--- config.mk ---
export PLATFORM = sky130hd
export DESIGN_NAME = shift_rows_serial
export DESIGN_NICKNAME = d
export VERILOG_FILES = /design/src/rtl/shift_rows_serial_pkg.sv /design/src/rtl/shift_rows_serial.sv
export SDC_FILE = /design/constraint.sdc
export NUM_CORES = 1
export LEC_CHECK = 0
export ABC_AREA = 1
export BUFFER_PORTS_ARGS = -buffer_cell sky130_fd_sc_hd__buf_2
export CELL_PAD_IN_SITES_DETAIL_PLACEMENT = 0
export CELL_PAD_IN_SITES_GLOBAL_PLACEMENT = 1
export CORE_MARGIN = 4
export CORE_UTILIZATION = 45
export DETAILED_ROUTE_END_ITERATION = 8
export PLACE_DENSITY_LB_ADDON = 0.1
export SETUP_SLACK_MARGIN = 0.1
export SLEW_MARGIN = 40
export SYNTH_ARGS = -nofsm -noshare
export SYNTH_HDL_FRONTEND = slang
export SYNTH_SLANG_ARGS = --single-unit
--- constraint.sdc ---
create_clock -name clk -period 2.1 [get_ports clk]
set_input_delay 0.105 -clock clk [delete_from_list [all_inputs] [get_ports clk]]
set_output_delay 0.105 -clock clk [all_outputs]
set_load 0.1 [all_outputs]
--- src/rtl/shift_rows_serial_pkg.sv ---
// Shared AES definitions: block size, byte type and the ShiftRows source-index mapping.
package shift_rows_serial_pkg;

    localparam int BLOCK_BYTES = 16;

    typedef logic [7:0] byte_t;

    // Column-major index k = row + 4*col; the output byte at k is read from this source index.
    function automatic logic [3:0] src_idx(input logic [3:0] k, input bit inv);
        logic [1:0] row;
        logic [1:0] col;
        logic [1:0] scol;
        row  = k[1:0];
        col  = k[3:2];
        scol = inv ? (col - row) : (col + row);
        return {scol, row};
    endfunction

endpackage

--- src/rtl/shift_rows_serial.sv ---
// Byte-serial AES ShiftRows / InvShiftRows with a ping-pong pair of 16-byte banks,
// so one block can be written while the previous one is read out permuted.
module shift_rows_serial
    import shift_rows_serial_pkg::*;
#(
    parameter bit INV = 1'b0
) (
    input  logic       clk,
    input  logic       rst,
    input  logic [7:0] dIn,
    input  logic       inValid,
    output logic       inReady,
    output logic [7:0] dOut,
    output logic       outValid,
    input  logic       outReady,
    output logic       colFirst,
    output logic       outLast
);

    byte_t       r_bank [2][BLOCK_BYTES];
    logic        r_wrBank;
    logic        r_rdBank;
    logic [3:0]  r_wrCnt;
    logic [3:0]  r_rdCnt;
    logic [1:0]  r_full;

    logic        w_wrEn;
    logic        w_rdEn;
    logic        w_wrDone;
    logic        w_rdDone;
    logic [1:0]  w_fullNxt;
    logic [3:0]  w_srcIdx;

    assign inReady  = ~r_full[r_wrBank];
    assign outValid = r_full[r_rdBank];

    assign w_wrEn   = inValid & inReady;
    assign w_rdEn   = outValid & outReady;
    assign w_wrDone = w_wrEn & (r_wrCnt == 4'd15);
    assign w_rdDone = w_rdEn & (r_rdCnt == 4'd15);

    // A bank being filled is never the bank being drained, so both updates can land together.
    always_comb begin
        w_fullNxt = r_full;
        if (w_wrDone) w_fullNxt[r_wrBank] = 1'b1;
        if (w_rdDone) w_fullNxt[r_rdBank] = 1'b0;
    end

    always_ff @(posedge clk or posedge rst) begin
        if (rst) begin
            r_wrBank <= 1'b0;
            r_rdBank <= 1'b0;
            r_wrCnt  <= 4'd0;
            r_rdCnt  <= 4'd0;
            r_full   <= 2'b00;
        end else begin
            r_full <= w_fullNxt;
            if (w_wrEn) begin
                r_wrCnt <= r_wrCnt + 4'd1;
                if (w_wrDone) r_wrBank <= ~r_wrBank;
            end
            if (w_rdEn) begin
                r_rdCnt <= r_rdCnt + 4'd1;
                if (w_rdDone) r_rdBank <= ~r_rdBank;
            end
        end
    end

    // Bank contents are plain storage; validity is tracked only by the full flags.
    always_ff @(posedge clk) begin
        if (w_wrEn) r_bank[r_wrBank][r_wrCnt] <= dIn;
    end

    assign w_srcIdx = src_idx(r_rdCnt, INV);
    assign dOut     = outValid ? r_bank[r_rdBank][w_srcIdx] : 8'h00;
    assign colFirst = outValid & (r_rdCnt[1:0] == 2'd0);
    assign outLast  = outValid & (r_rdCnt == 4'd15);

endmodule

; After elaboration in Yosys (flattened, before gate mapping)
; Memories as Yosys holds them, arrays and structs flattened.
; Cells that the tools add are included.
[classes]
n_reduce_logical = 6
shifts = 0
n_div = 0
add_sub_neg = 3
mux = 18
n_lt_le_gt_ge = 7
n_mul = 0
n_bitwise = 14
eq_ne = 2
[op_table]
columns = operator, count
row1 = two-way mux 128 bit, 1
row2 = binary-select mux 8 bit (select 4 bit), 1
row3 = demux 8 bit (select 4 bit), 1
row4 = two-way mux 8 bit, 4
row5 = ">= comparator 5 bit, second input constant", 2
row6 = inverter 4 -> 5 bit, 2
row7 = "adder 4 x 1 -> 4 bit, second input constant", 2
row8 = "== test 4 bit, second input constant", 2
row9 = two-way mux 1 bit, 7
row10 = bitwise AND 1 bit, 6
row11 = "less-than comparator 5 x 1 -> 1 bit, second input constant", 1
row12 = "less-than comparator 1 x 2 -> 1 bit, second input constant", 2
row13 = two-way mux 2 bit, 2
row14 = AND reduction 2 bit, 2
row15 = logical AND 1 bit, 3
row16 = inverter 1 bit, 3
row17 = adder 2 bit, 1
row18 = bitwise AND 2 bit, 1
row19 = demux 1 bit (select 1 bit), 2
row20 = ">= comparator 1 bit, second input constant", 2
row21 = logical NOT 2 bit, 1
row22 = inverter 2 bit, 1
row23 = OR 2 bit, 1
[totals]
ff_bits = 12
romBits = 0
wordCells = 56
memories = 1
latch_bits = 0
mem_bits_rw = 256
output_inout_bits = 12
input_bits = 12
[mem_list]
columns = memory, depth, width, read_ports, rd_clocked_by_memory_dff, wr, line
row1 = r_bank, 2, 128, 1, 0, 1, shift_rows_serial.sv:20  ; byte_t r_bank [2][BLOCK_BYTES];

; Logic depth before layout (Yosys ltp)
[logic_depth]
word_depth = 8
ltp_mapped = 11
mapped_depth_nobuf = 9

; Worst setup path before layout
; OpenSTA, ideal clock, no wires.
[synth_timing]
path_kind = register -> register
startpoint = reg r_wrBank
endpoint = mem r_bank[0][104] in the netlist's numbering (enable)
required_time_ns = 1.717
stages_incl_launch_ff = 7
arrival_ns = 2.539
path_buffers = 1
setup_ns = 0.383
synth_period_minus_slack_ns = 2.922
setup_slack_ns = -0.822
path_cell_list = dfrtp_1 > buf_4 > o21ai_2 > nand2_1 > clkinv_1 > nand2_1 > nor3_1
[synth_between]
elab_chain_len = 6
[synth_rtl]
columns = item, line
row1 = start: declaration, shift_rows_serial.sv:21  ; logic r_wrBank;
row2 = start signal: assignment, shift_rows_serial.sv:60  ; if (w_wrDone) r_wrBank <= ~r_wrBank;
row3 = two-way mux 1 bit (not written as such) (2 in a row), shift_rows_serial.sv:34  ; assign inReady = ~r_full[r_wrBank];
row4 = inverter 1 bit, shift_rows_serial.sv:34
row5 = via inReady, shift_rows_serial.sv:12  ; output logic inReady,
row6 = bitwise AND 1 bit, shift_rows_serial.sv:37  ; assign w_wrEn = inValid & inReady;
row7 = two-way mux 1 bit, shift_rows_serial.sv:71  ; if (w_wrEn) r_bank[r_wrBank][r_wrCnt] <= dIn;
row8 = two-way mux 128 bit (not written as such), shift_rows_serial.sv:71
row9 = end: declaration, shift_rows_serial.sv:20
; The timed path passes the listed nets, and every way through them passes these cells. The select of a mux whose other input is x is not followed.

; Final worst setup path
[layout_timing]
startpoint = reg r_rdBank
endpoint = out dOut[3]
[layout_between]
elab_chain_len = 5
word_cells_on_any_way = 7
classes_between = 6 x mux / 1 x memory
[layout_rtl]
columns = item, line
row1 = start: declaration, shift_rows_serial.sv:22  ; logic r_rdBank;
row2 = start signal: assignment, shift_rows_serial.sv:64  ; if (w_rdDone) r_rdBank <= ~r_rdBank;
row3 = memory (2 x 128 bit), n/a
row4 = binary-select mux 8 bit (select 4 bit), shift_rows_serial.sv:75  ; assign dOut = outValid ? r_bank[r_rdBank][w_srcIdx] : 8'h00;
row5 = two-way mux 8 bit (not written as such) (2 in a row), shift_rows_serial.sv:75
row6 = two-way mux 8 bit (*), shift_rows_serial.sv:75
row7 = end: declaration, shift_rows_serial.sv:13  ; output logic [7:0] dOut,
; Every way passes the cells marked *; elsewhere a longest branch is shown, timed or not. The select of a mux whose other input is x is not followed.

==> impl_metrics.yaml <==
clocking:
  cts_num_sinks: 268
  cts_max_level: 1
  cts_tree: "yes"
  cts_buffer_depth: 3
  insertion_delay_ns: 0.54
  clkTransAtPathRegs_ns: 0.06
  cts_made_buffers: 29
  cts-root-buf: "clkbuf_16"
flow_run:
  cap_violations: 0
layout:
  fin_nets: 1190
  drive_gt1_share_pct: 25.88
  areaGrowthSynthToFinish_pct: 31.21
  post_layout_nonfiller_instances: 1520
  antenna_cells: 0
synth:
  synth.most_common_cell: "nand2_1"
  yosysUniqueCellTypes: 26
  syn_nets: 1089
  yosys_warnings: 0
  syn_avg_cell_area_um2: 10.75
  yosys.area.top_type: "edfxtp_1"
  synth.area.top_cells: "edfxtp_1 (67%), nand2_1 (11%), nand3_1 (7.5%)"
  synth_flop_cell: "edfxtp_1"
  async_reset_ff_share_pct: 4.478
  syn_area_um2: 11500
  synth-edff-count: 256
  yosys-top-cells-count: "nand2_1 (330), edfxtp_1 (256), nand3_1 (172), inv_1 (98), nor2_1 (62)"
  ys_ff_latch: 268
  synth_top_area_share_pct: 66.86
  synth_cells: 1070
  seq_area_frac_synth_pct: 69.47
sta:
  clock_skew_ns: 0.01079
  hold_violations: 0
  period_minus_slack_ns: 2.452
  rsz0062_at_grt: "true"
  setup_tns_ns: -2.831
  setup_violations: 11
  tightest_slew_ns: 0.8038
  fmax_mhz: 407.8
  period_share_pct: 116.8
  slew_violations: 0
  fin_ws_ns: -0.3521
  relSlewSlack_pct: 46.41
power:
  p_sw_mw: 9.069
  leakage_nw: 5.962
  pwr-share-comb_pct: 49.6
  seqPwrFrac_pct: 29.3
  ir_drop_mv: 1.259
  total_power_mw: 21.80
  power_report.internal_total_mw: 12.73
  cellPowerDensity_nw_per_um2: 1445
  swShare_pct: 41.60
  p_clk_share_pct: 21.1
critical_path:
  crit_path_max_incr_delay_ns: 0.52
  crit_type: "reg -> out"
  r2r_start: "r_rdBank"
  crit_path_start_kind: "flip-flop"
  cp_max_fo: 7
  cp-end-kind: "output pin"
  worstPathCellList: "clkinv_8, buf_12, buf_16, or2_0, nand2_1, nand3_2, nand3_2, nand2_2, nor2_4, nor2_4, buf_12"
  worst_path_max_delay_cell: "dfrtp_4"
  rrSetupSlack_ns: 0.17
  rr_endpoint: "r_rdCnt[3]"
  cp.required_ns: 2.00
  crit_start: "r_rdBank"
  worstRegToRegCells: 11
  crit_end: "dOut[3]"
  cp.arrival_ns: 2.35
global_route:
  grt_max_degree: 33
  antenna_found_initial: 1
  grt_overflow: 0
  grt.total_usage_pct: 22.70
  grt_pass1_vias: 7759
  grt_pass1_wl_um: 48810
route:
  drt_iter0_markers: 664
  drt_first_pass_iters: 5
  wire_per_inst_um: 21.41
  route.detailed.drc: 0
  viasPerCell: 5.219
  dr_total_vias: 7933
  finalWirelength_um: 32540
  ant_nets: 0
floorplanning:
  dieHeight_um: 167.9
  initial_core_util_pct: 45.66
  rows: 58
  dieWidth_um: 167.9
  ios: 24
  dieArea_um2: 28170
  core_area_um2: 25180
hold_path:
  hold_path.class: "in -> reg"
  holdPathStages: 1
place:
  place_congestion: 0.7564
  io_buffers: 23
  placed_cells: 1426
  place_hpwl_um: 17620
  pre_cts_ws_ns: 0.05658
outcome:
  status: "complete, but fails checks"
  violations: "setup timing"
## per-layer routing
layer | up-vias | GRT usage (%) | part of all wire (%)
li1 | 3803 | - | -
met1 | 3892 | 32.06 | 44
met2 | 201 | 38.70 | 49
met3 | 37 | 2.724 | 5.2
met4 | 0 | 4.023 | 1.6
met5 | - | 0 | 0
## worst min path at each step
| stage | startpoint | to | slack [ns] |
|---|---|---|---|
| final | dIn[5] | r_bank[1][29] | 0.15 |
| after floorplan | rst | r_full[0] | -0.03 |
| after global routing | dIn[5] | r_bank[1][77] | 0.15 |
| after CTS | dIn[5] | r_bank[0][21] | 0.11 |
| after detailed placement | rst | r_rdCnt[1] | 0.23 |
| after global placement | rst | r_rdCnt[1] | 0.23 |
## layout make-up
cell class	count	area (µm²)
Fill cell	2084	10090
Sequential cell	268	7993
Multi-Input combinational cell	643	3734
Timing Repair Buffer	124	1679
Clock buffer	34	744.5
Inverter	104	420.4
Tap cell	330	412.9
Clock inverter	16	92.59
Timing Repair inverter	1	11.26
## timing repair
item / in CTS / in global routing
buffers inserted: 19 / 5
endpoints found under the hold margin: 18 / 0
hold buffers: 3 / 0
setup endpoints to repair: 11 / 28
cloned: 13 / 4
pin swaps: 30 / 29
gates resized for setup: 104 / 56
## flip-flops by register name, summed over array words and instances, names as in the netlist
signal / cells
r_bank: 256
r_rdCnt: 4
r_wrCnt: 4
r_full: 2
r_rdBank: 1
r_wrBank: 1
## cell usage in the layout (no fill, tap or decap), drive strengths merged, types with 6 or more instances in the layout
cell type | Yosys | routed
or2 | 8 | 8
o21ai | 20 | 20
dfrtp | 12 | 12
xor2 | 6 | 6
nand2 | 330 | 330
ha | 7 | 7
clkbuf | 15 | 38
edfxtp | 256 | 256
nor2 | 63 | 63
nor3 | 24 | 24
buf | 40 | 117
inv | 102 | 102
clkinv | 2 | 17
nand3 | 172 | 172
## power by group through the flow
stage	clock network, mW	registers (mW)	logic [mW]
floorplan	0	6.43	5.38
global placement	0	6.47	8.45
detailed placement	0	6.48	8.47
CTS	4.68	6.39	10.3
global route	4.92	6.42	11.5
finish	4.60	6.39	10.8
## through the flow
stage	hold slack, ns	area (µm²)	util [%]
2_1_floorplan	-0.03030	11950	-
3_3_place_gp	0.2345	12970	51.49
3_5_place_dp	0.2347	12970	51.49
4_1_cts	0.1119	14740	58.52
5_1_grt	0.1470	15090	59.91
6_report	0.1461	15090	59.91
## worst max-delay path, delay by kind of cell (launching register included)
family        cells  cell delay, ns
buf+inv           4            0.56
flops             1            0.52
simple gates      7            0.72
## cell families (layout without fill, tap and decap cells)
family          count (synthesis)  in the layout  share of synthesized area [%]
simple gates                  599            599                          21.93
compound gates                 29             29                          1.458
flops                         268            268                          69.47
buf+inv                       159            279                          5.778
fa+ha+maj                       7              7                         0.7617
xor+xnor                        8              8                         0.6094
(Power assumes the default switching activity.)
